`config.mk`:
```
export PLATFORM = sky130hd
export DESIGN_NAME = sdram_port_arbiter
export DESIGN_NICKNAME = d
export VERILOG_FILES = /design/src/rtl/sdram_port_arbiter.sv
export SDC_FILE = /design/constraint.sdc
export NUM_CORES = 1
export LEC_CHECK = 0
export ABC_AREA = 0
export CORE_AREA = 3 3 157 159
export DETAILED_ROUTE_END_ITERATION = 7
export DIE_AREA = 0 0 160 162
export GPL_TIMING_DRIVEN = 0
export PLACE_DENSITY = 0.63
export SYNTH_ARGS = -nofsm -noshare
export SYNTH_HDL_FRONTEND = slang
export SYNTH_SLANG_ARGS = --single-unit
```
`constraint.sdc`:
```
create_clock -name clk_100 -period 2.8 [get_ports clk_100]
set_clock_uncertainty 0.1 [all_clocks]
set_input_delay 0.28 -clock clk_100 [delete_from_list [all_inputs] [get_ports clk_100]]
set_output_delay 0.28 -clock clk_100 [all_outputs]
set_load 0.02 [all_outputs]
```
`src/rtl/sdram_port_arbiter.sv`:
```
// Burst-granular arbiter sharing one Avalon-MM SDRAM host port between the frame
// write channel and the frame read channel, with an outstanding-read-beat limit.
module sdram_port_arbiter #(
    parameter  int ADDR_W       = 29,
    parameter  int DATA_W       = 64,
    parameter  int BURST_W      = 8,
    parameter  int MAX_RD_BEATS = 256,
    localparam int BE_W         = DATA_W / 8,
    localparam int OUT_W        = $clog2(MAX_RD_BEATS) + 1
) (
    input  logic               clk_100,
    input  logic               reset_n,
    input  logic               wr_write,
    input  logic [ADDR_W-1:0]  wr_address,
    input  logic [BURST_W-1:0] wr_burstcount,
    input  logic [DATA_W-1:0]  wr_writedata,
    input  logic [BE_W-1:0]    wr_byteenable,
    output logic               wr_waitrequest,
    input  logic               rd_read,
    input  logic [ADDR_W-1:0]  rd_address,
    input  logic [BURST_W-1:0] rd_burstcount,
    output logic               rd_waitrequest,
    output logic [DATA_W-1:0]  rd_readdata,
    output logic               rd_readdatavalid,
    output logic               sd_write,
    output logic               sd_read,
    output logic [ADDR_W-1:0]  sd_address,
    output logic [BURST_W-1:0] sd_burstcount,
    output logic [DATA_W-1:0]  sd_writedata,
    output logic [BE_W-1:0]    sd_byteenable,
    input  logic               sd_waitrequest,
    input  logic [DATA_W-1:0]  sd_readdata,
    input  logic               sd_readdatavalid,
    output logic               busy,
    output logic               err_zero_burst,
    output logic [1:0]         o_dbg_state,
    output logic [OUT_W-1:0]   o_dbg_rd_outstanding
);
    localparam int SUM_W = OUT_W + 1;

    // Handshake: a command/beat transfers on a clock edge where the master holds
    // its request (sd_write or sd_read) high and sd_waitrequest is low.
    typedef enum logic [1:0] {IDLE = 2'd0, WR_BURST = 2'd1, RD_CMD = 2'd2} state_t;

    state_t             r_state;
    logic               r_last_wr;
    logic               r_wr_first;
    logic [BURST_W-1:0] r_wr_beats_left;
    logic [BURST_W-1:0] r_wr_burst;
    logic [ADDR_W-1:0]  r_wr_addr;
    logic [OUT_W-1:0]   r_rd_out;
    logic               r_err_zero;

    logic               w_wr_zero;
    logic               w_rd_zero;
    logic [BURST_W-1:0] w_wr_eff;
    logic [BURST_W-1:0] w_rd_eff;
    logic [SUM_W-1:0]   w_rd_sum;
    logic               w_rd_eligible;
    logic               w_wr_acc;
    logic               w_rd_acc;
    logic               w_wr_last;
    logic [OUT_W-1:0]   w_rd_inc;
    logic [OUT_W-1:0]   w_rd_dec;

    assign w_wr_zero     = (wr_burstcount == '0);
    assign w_rd_zero     = (rd_burstcount == '0);
    assign w_wr_eff      = w_wr_zero ? BURST_W'(1) : wr_burstcount;
    assign w_rd_eff      = w_rd_zero ? BURST_W'(1) : rd_burstcount;
    assign w_rd_sum      = SUM_W'(r_rd_out) + SUM_W'(w_rd_eff);
    assign w_rd_eligible = rd_read && (w_rd_sum <= SUM_W'(MAX_RD_BEATS));
    assign w_wr_acc      = sd_write && !sd_waitrequest;
    assign w_rd_acc      = sd_read && !sd_waitrequest;
    assign w_wr_last     = w_wr_acc && (r_wr_first ? (w_wr_eff == BURST_W'(1))
                                                   : (r_wr_beats_left == BURST_W'(1)));
    assign w_rd_inc      = w_rd_acc ? OUT_W'(w_rd_eff) : '0;
    // A stray return beat with nothing outstanding must not wrap the counter.
    assign w_rd_dec      = (sd_readdatavalid && (r_rd_out != '0)) ? OUT_W'(1) : '0;

    always_comb begin
        sd_write       = 1'b0;
        sd_read        = 1'b0;
        sd_address     = rd_address;
        sd_burstcount  = w_rd_eff;
        sd_writedata   = wr_writedata;
        sd_byteenable  = wr_byteenable;
        wr_waitrequest = 1'b1;
        rd_waitrequest = 1'b1;
        case (r_state)
            WR_BURST: begin
                sd_write       = wr_write;
                sd_address     = r_wr_first ? wr_address : r_wr_addr;
                sd_burstcount  = r_wr_first ? w_wr_eff : r_wr_burst;
                wr_waitrequest = sd_waitrequest;
            end
            RD_CMD: begin
                sd_read        = rd_read;
                rd_waitrequest = sd_waitrequest;
            end
            default: ;
        endcase
    end

    assign rd_readdata          = sd_readdata;
    assign rd_readdatavalid     = sd_readdatavalid;
    assign busy                 = (r_state == WR_BURST) || (r_rd_out != '0);
    assign err_zero_burst       = r_err_zero;
    assign o_dbg_state          = r_state;
    assign o_dbg_rd_outstanding = r_rd_out;

    always_ff @(posedge clk_100 or negedge reset_n) begin
        if (!reset_n) begin
            r_state         <= IDLE;
            r_last_wr       <= 1'b0;
            r_wr_first      <= 1'b1;
            r_wr_beats_left <= '0;
            r_wr_burst      <= '0;
            r_wr_addr       <= '0;
            r_rd_out        <= '0;
            r_err_zero      <= 1'b0;
        end else begin
            r_rd_out <= r_rd_out + w_rd_inc - w_rd_dec;
            if ((w_wr_acc && r_wr_first && w_wr_zero) || (w_rd_acc && w_rd_zero))
                r_err_zero <= 1'b1;
            case (r_state)
                IDLE: begin
                    r_wr_first <= 1'b1;
                    if (wr_write && w_rd_eligible)
                        r_state <= r_last_wr ? RD_CMD : WR_BURST;
                    else if (wr_write)
                        r_state <= WR_BURST;
                    else if (w_rd_eligible)
                        r_state <= RD_CMD;
                end
                WR_BURST: begin
                    if (w_wr_acc) begin
                        r_last_wr <= 1'b1;
                        if (r_wr_first) begin
                            r_wr_first      <= 1'b0;
                            r_wr_beats_left <= w_wr_eff - BURST_W'(1);
                            r_wr_burst      <= w_wr_eff;
                            r_wr_addr       <= wr_address;
                        end else begin
                            r_wr_beats_left <= r_wr_beats_left - BURST_W'(1);
                        end
                        // Hand straight to a waiting read so the port never idles.
                        if (w_wr_last) begin
                            r_wr_first <= 1'b1;
                            r_state    <= w_rd_eligible ? RD_CMD : IDLE;
                        end
                    end
                end
                RD_CMD: begin
                    if (w_rd_acc) begin
                        r_last_wr <= 1'b0;
                        r_state   <= wr_write ? WR_BURST : IDLE;
                    end else if (!rd_read) begin
                        r_state <= IDLE;
                    end
                end
                default: r_state <= IDLE;
            endcase
        end
    end
endmodule

```
Yosys cells after proc, flatten, opt, wreduce, memory -nomap -nowiden:

Cells that the tools add are included.

* register bits: 59
* input port bits: 216
* output and inout port bits: 191
* logic and storage cells: 76

* add/subtract/negate cells: 5
* $lt $le $gt $ge: 1
* equality and inequality tests: 9
* multiplexer cells: 31
* reduce and logical (&&, ||, !) cells: 22

Operator list (number)
* two-way mux 29 bit: 2
* two-way mux 8 bit: 6
* two-way mux 2 bit: 9
* == test 8 x 1 -> 1 bit (second input constant): 2
* zero test 8 bit: 2
* subtractor 8 x 1 -> 8 bit (second input constant): 2
* two-way mux 1 bit: 11
* adder 9 x 8 -> 10 bit: 1
* <= comparator 10 x 9 -> 1 bit (second input constant): 1
* adder 9 x 8 -> 9 bit: 1
* logical AND 1 bit: 9
* nonzero test 9 bit: 1
* subtractor 9 x 1 -> 9 bit: 1
* inequality test 2 bit (second input constant): 3
* one-hot mux 2 bit (3 select lines): 1
* inequality test 4 bit (second input constant): 1
* one-hot mux 1 bit (2 select lines): 2
* AND reduction 2 bit: 2
* AND reduction 4 bit: 1
* nonzero test 2 bit: 2
* inequality test 3 bit (second input constant): 1
* AND reduction 3 bit: 1
* == test 2 x 1 -> 1 bit (second input constant): 1
* == test 2 bit (second input constant): 1
* 3 further kinds: 4

Logic depth before layout (Yosys ltp):

* word-level depth: 9
* gate-level depth with buffers: 17
* depth with buffers taken out: 16

Worst setup path after synthesis:

OpenSTA, ideal clock, no wires.

* path kind: input-to-reg
* start: in rd_burstcount[4]
* end: reg r_state[0] (netlist: o_dbg_state[0])
* library setup time: 0.145 ns
* arrival time: 2.915 ns
* required time: 2.555 ns
* slack: -0.359 ns
* stages on the path: 12
* buffers on the path: 1
* path through: buf_2 > or4_1 > nor4_1 > or2_2 > ha_1 > fa_1 > a2111oi_4 > nand3_1 > nor4_1 > a22oi_1 > o311ai_1 > o221ai_1

* word-level cells in the longest chain between the ends: 8
* elaborated cells between the ends (all ways): 10
* those cells by class: add/sub (1); order compare (1); eq/ne (1); mux (3); reduce/logical (4)

RTL lines
* start, declared: line 21 `input logic [BURST_W-1:0] rd_burstcount,`
* zero test 8 bit: line 67 `assign w_rd_zero = (rd_burstcount == '0);`
* two-way mux 8 bit *: line 69 `assign w_rd_eff = w_rd_zero ? BURST_W'(1) : rd_burstcount;`
* adder 9 x 8 -> 10 bit *: line 70 `assign w_rd_sum = SUM_W'(r_rd_out) + SUM_W'(w_rd_eff);`
* <= comparator 10 x 9 -> 1 bit *: line 71 `assign w_rd_eligible = rd_read && (w_rd_sum <= SUM_W'(MAX_RD_BEATS));`
* logical AND 1 bit *: line 71
* logical AND 1 bit: line 128 `if (wr_write && w_rd_eligible)`
* inequality test 4 bit (no source line) or two-way mux 2 bit (tied branches)
* AND reduction 4 bit (no source line) or one-hot mux 2 bit (3 select lines) (tied branches)
* end signal, assigned: line 129 `r_state <= r_last_wr ? RD_CMD : WR_BURST;`
* end signal, assigned: line 149 `r_state <= w_rd_eligible ? RD_CMD : IDLE;`
* end signal, assigned: line 156 `r_state <= wr_write ? WR_BURST : IDLE;`
* end, declared: line 45 `state_t r_state;`

Mark *: on every way between the ends. The rest lies on a longest branch, timed or not.
A chain may end at the register's enable or synchronous reset.

Worst setup path after layout:

* start: in rd_burstcount[4]
* end: reg r_rd_out[8] (netlist: o_dbg_rd_outstanding[8])

* word-level cells in the longest chain between the ends: 5

RTL lines
* zero test 8 bit: line 67
* two-way mux 8 bit *: line 69
* two-way mux 8 bit *: line 76 `assign w_rd_inc = w_rd_acc ? OUT_W'(w_rd_eff) : '0;`
* adder 9 x 8 -> 9 bit *: line 122 `r_rd_out <= r_rd_out + w_rd_inc - w_rd_dec;`
* subtractor 9 x 1 -> 9 bit *: line 122
* end signal, assigned: line 122
* end, declared: line 51 `logic [OUT_W-1:0] r_rd_out;`

Marked as above.

==> reports/results.tsv <==
metric	value	unit
cts.clk_slew.worst_paths	0.06	ns
netSwitchingFraction	43.3	%
synth.most_common_cell	buf_4	
r2r_end	o_dbg_rd_outstanding[8]	
port_buffers	269	
place_ws	-1.23	ns
grt_overflow	0	
synth_cell_type_count	50	
critPathKind	in2reg	
p_int	4390	uW
max_freq	0.334	GHz
whs_path_depth	2	
cts_buffer_depth	2	
drc	0	
holdPathEnd	r_wr_burst[3]	
hp-class	in2reg	
rsz0062_at_grt	true	
ys_seq_area_share	28.3	%
critPathBufInv	4	
hold_slack	0.321	ns
min_from	wr_burstcount[3]	
hold_viol	0	
slowest_delay	0.55	ns
die_area	0.0259	mm^2
initial_utilization	22.3	%
track_usage	14.0	%
totalWireLength	19.5	mm
finish.utilization	38.1	%
crit_required	2.95	ns
dp_hpwl	15.9	mm
netlist_instances	596	
finalCriticalPeriod	2.99	ns
synth_common_cells	buf_4 (137), dfrtp_1 (58), nand2_1 (58), o21ai_0 (57)	
r2r_start	o_dbg_rd_outstanding[8]	
min_period_over_period	107	%
vias	5084	
rows	56	
p_sw	3360	uW
die_h	162	um
place_area	0.00835	mm^2
htreeDepth	3	
slew_headroom	46.3	%
cts_buffers	9	
finalSetupViolCount	3	
drive_gt1_share	28.5	%
synthesis.nets	841	
yosys_most_used_dff	dfrtp_1	
seq_power_share	20.3	%
crit_path_max_fanout	10	
syn_area	0.00521	mm^2
power_frac_comb	65.3	%
worstPathArrival	3.15	ns
core	0.0234	mm^2
violations	negative setup slack	
finalWorstSetupSlack	-0.192	ns
synth.yosys.warnings	0	
critPathTopFamily	simple AND/OR/NAND/NOR gates	
crit_path_cell_trace	buf_12 -> or4_4 -> nor4_4 -> or2_4 -> buf_4 -> nand2_2 -> ha_4 -> inv_2 -> ha_4 -> inv_2 -> fa_2 -> nor2b_2 -> o21ai_1 -> nand2b_1 -> a21o_1 -> nand2_2 -> a21oi_2 -> xnor2_1	
syn_area_per_cell	8.75	um^2
design_area	0.00890	mm^2
num-fill-cells	2374	
reg2regPathDepth	16	
ant_nets	0	
r2r_setup_slack	-0.16	ns
synthTopCellsByArea	dfrtp_1 (28%), buf_4 (20%), mux2_2 (7.8%), mux2i_1 (6.9%), ha_1 (6.5%)	
p_per_area	871	mW/mm^2
synthArstFlopShare	100	%
tightest_slew	0.805	ns
startpoint_type	input port	
clock_latency	0.33	ns
crit_path_end_kind	flop	
wl_per_cell	16.0	um
clock-sinks	59	
num-nets-final	1135	
vias_per_cell	4.19	
grt_pass1_wl	28.7	mm
slew_viol_final	0	
die_w	160	um
critPathSlowestCell	or4_4	
firstDrtPassIters	4	
grt_max_degree	60	
place_congestion	0.851	
root_buffer	clkbuf_16	
areaGrowthSynthToFinish	70.8	%
status	complete, but fails checks	
p_clk_share	14.4	%
synth_edf_count	0	
ys_seq_elements	59	
antenna_found_initial	4	
drv_cap	0	
synth_top_area_share	27.8	%
pin_count	407	
yosys.area.top_type	dfrtp_1	
first_iter_violations	177	
antenna_cells	0	
grt_pass1_vias	5028	
cts_tree	built	
p_leak	0.00404	uW
vdd_drop_max	0.441	mV
## per-layer routing
layer / GRT usage (%) / vias up / part of all wire [%]
li1: - / 2484 / -
met1: 15.8 / 2359 / 37
met2: 25.3 / 208 / 53
met3: 4.44 / 27 / 8.0
met4: 4.34 / 6 / 1.8
met5: 0 / - / 0.23
## worst register-to-register path: stages (launching register included)
cell and delay, ns:
dfrtp_2 0.41, nor4_2 0.26, nand3_1 0.18, nor4_4 0.23
nor2b_2 0.09, ha_4 0.24, inv_2 0.06, ha_4 0.12
inv_2 0.04, fa_2 0.39, nor2b_2 0.12, o21ai_1 0.06
nand2b_1 0.09, a21o_1 0.15, nand2_2 0.07, a21oi_2 0.16
xnor2_1 0.12
## per-stage QoR
stage / setup TNS, ns / total power, uW / cells
2_1_floorplan: -0.801 / 4670 / 596
3_3_place_gp: -65.63 / 6570 / 1184
3_5_place_dp: -15.08 / 6610 / 1184
4_1_cts: -0.870 / 7800 / 1211
5_1_grt: -1.48 / 8340 / 1214
6_report: -0.506 / 7750 / 1214
## worst max path at each step
stage	startpoint	end	slack, ns	cells after the start
3_3_place_gp	rd_burstcount[5]	o_dbg_rd_outstanding[8]	-1.18	17
2_1_floorplan	rd_burstcount[4]	o_dbg_rd_outstanding[6]	-0.30	17
5_1_grt	rd_burstcount[4]	o_dbg_rd_outstanding[8]	-0.37	18
4_1_cts	o_dbg_rd_outstanding[0]	o_dbg_rd_outstanding[6]	-0.27	16
6_report	rd_burstcount[4]	o_dbg_rd_outstanding[8]	-0.19	18
3_5_place_dp	rd_burstcount[5]	o_dbg_state[0]	-1.23	13
## state kept, by name, indices dropped and copies added (netlist names)
| register | flops |
|---|---|
| r_wr_burst | 8 |
| r_wr_addr | 29 |
| r_last_wr | 1 |
| r_wr_beats_left | 8 |
| o_dbg_state | 2 |
| r_wr_first | 1 |
| o_dbg_rd_outstanding | 9 |
| err_zero_burst | 1 |
## power groups by stage
stage / clock network [uW] / registers (uW) / logic [uW]
floorplan: 0 / 1590 / 3080
CTS: 1150 / 1570 / 5090
finish: 1120 / 1570 / 5060
detailed placement: 0 / 1580 / 5030
global placement: 0 / 1570 / 5000
global route: 1190 / 1630 / 5530
## cells in the final DEF (no fill, tap or decap), types with 3 or more instances in the layout
cell type / n
or3_1: 6
o21ai_0: 54
a21oi_1: 12
clkbuf_2: 5
ha_1: 23
a31oi_1: 4
clkdlybuf4s50_1: 229
nand2b_1: 5
buf_2: 3
dlygate4sd2_1: 27
xnor2_1: 7
inv_1: 32
xor2_1: 10
buf_4: 154
clkbuf_16: 9
clkbuf_1: 13
o22ai_1: 5
dlymetal6s2s_1: 8
nor3_1: 5
ha_4: 4
nor2b_1: 3
clkinv_2: 3
o21ai_1: 3
nor2_1: 14
dfrtp_1: 55
mux2_2: 36
dfrtp_2: 3
nand3_1: 7
nor4_2: 3
nand2_1: 55
mux2i_1: 36
nand2_2: 3
a21o_1: 4
## timing repair
item,4_1_cts,5_1_grt
hold buffers,1,0
endpoints found under the hold margin,58,0
buffers inserted,10,3
resized for setup,77,22
pin swaps,13,16
endpoints found under the setup margin,49,16
## cell type report
cell class	count	area, um^2	share of cell area, %
plain buffers	161	1160	13.1
clock buffers	11	243	2.73
clock inverters	5	52.6	0.590
inverters	34	128	1.43
multi-input cells	342	2660	29.9
flip-flops and latches	59	1480	16.6
well taps	319	399	4.48
repair buffers	283	2780	31.2
## cells by family (layout without fill, tap and decap cells)
| group | count (synthesis) | after routing | share of synthesized area (%) |
|---|---|---|---|
| and+or+nand+nor | 119 | 119 | 10.6 |
| xor gates and xnor gates | 17 | 17 | 2.86 |
| AOI/OAI and AO/OA | 104 | 104 | 12.0 |
| muxes | 72 | 72 | 14.7 |
| DFF | 59 | 59 | 28.3 |
| adders and majority gates | 30 | 30 | 7.44 |
| buffers and inverters | 195 | 494 | 24.0 |
No activity file was read; power rests on OpenSTA's default activity.
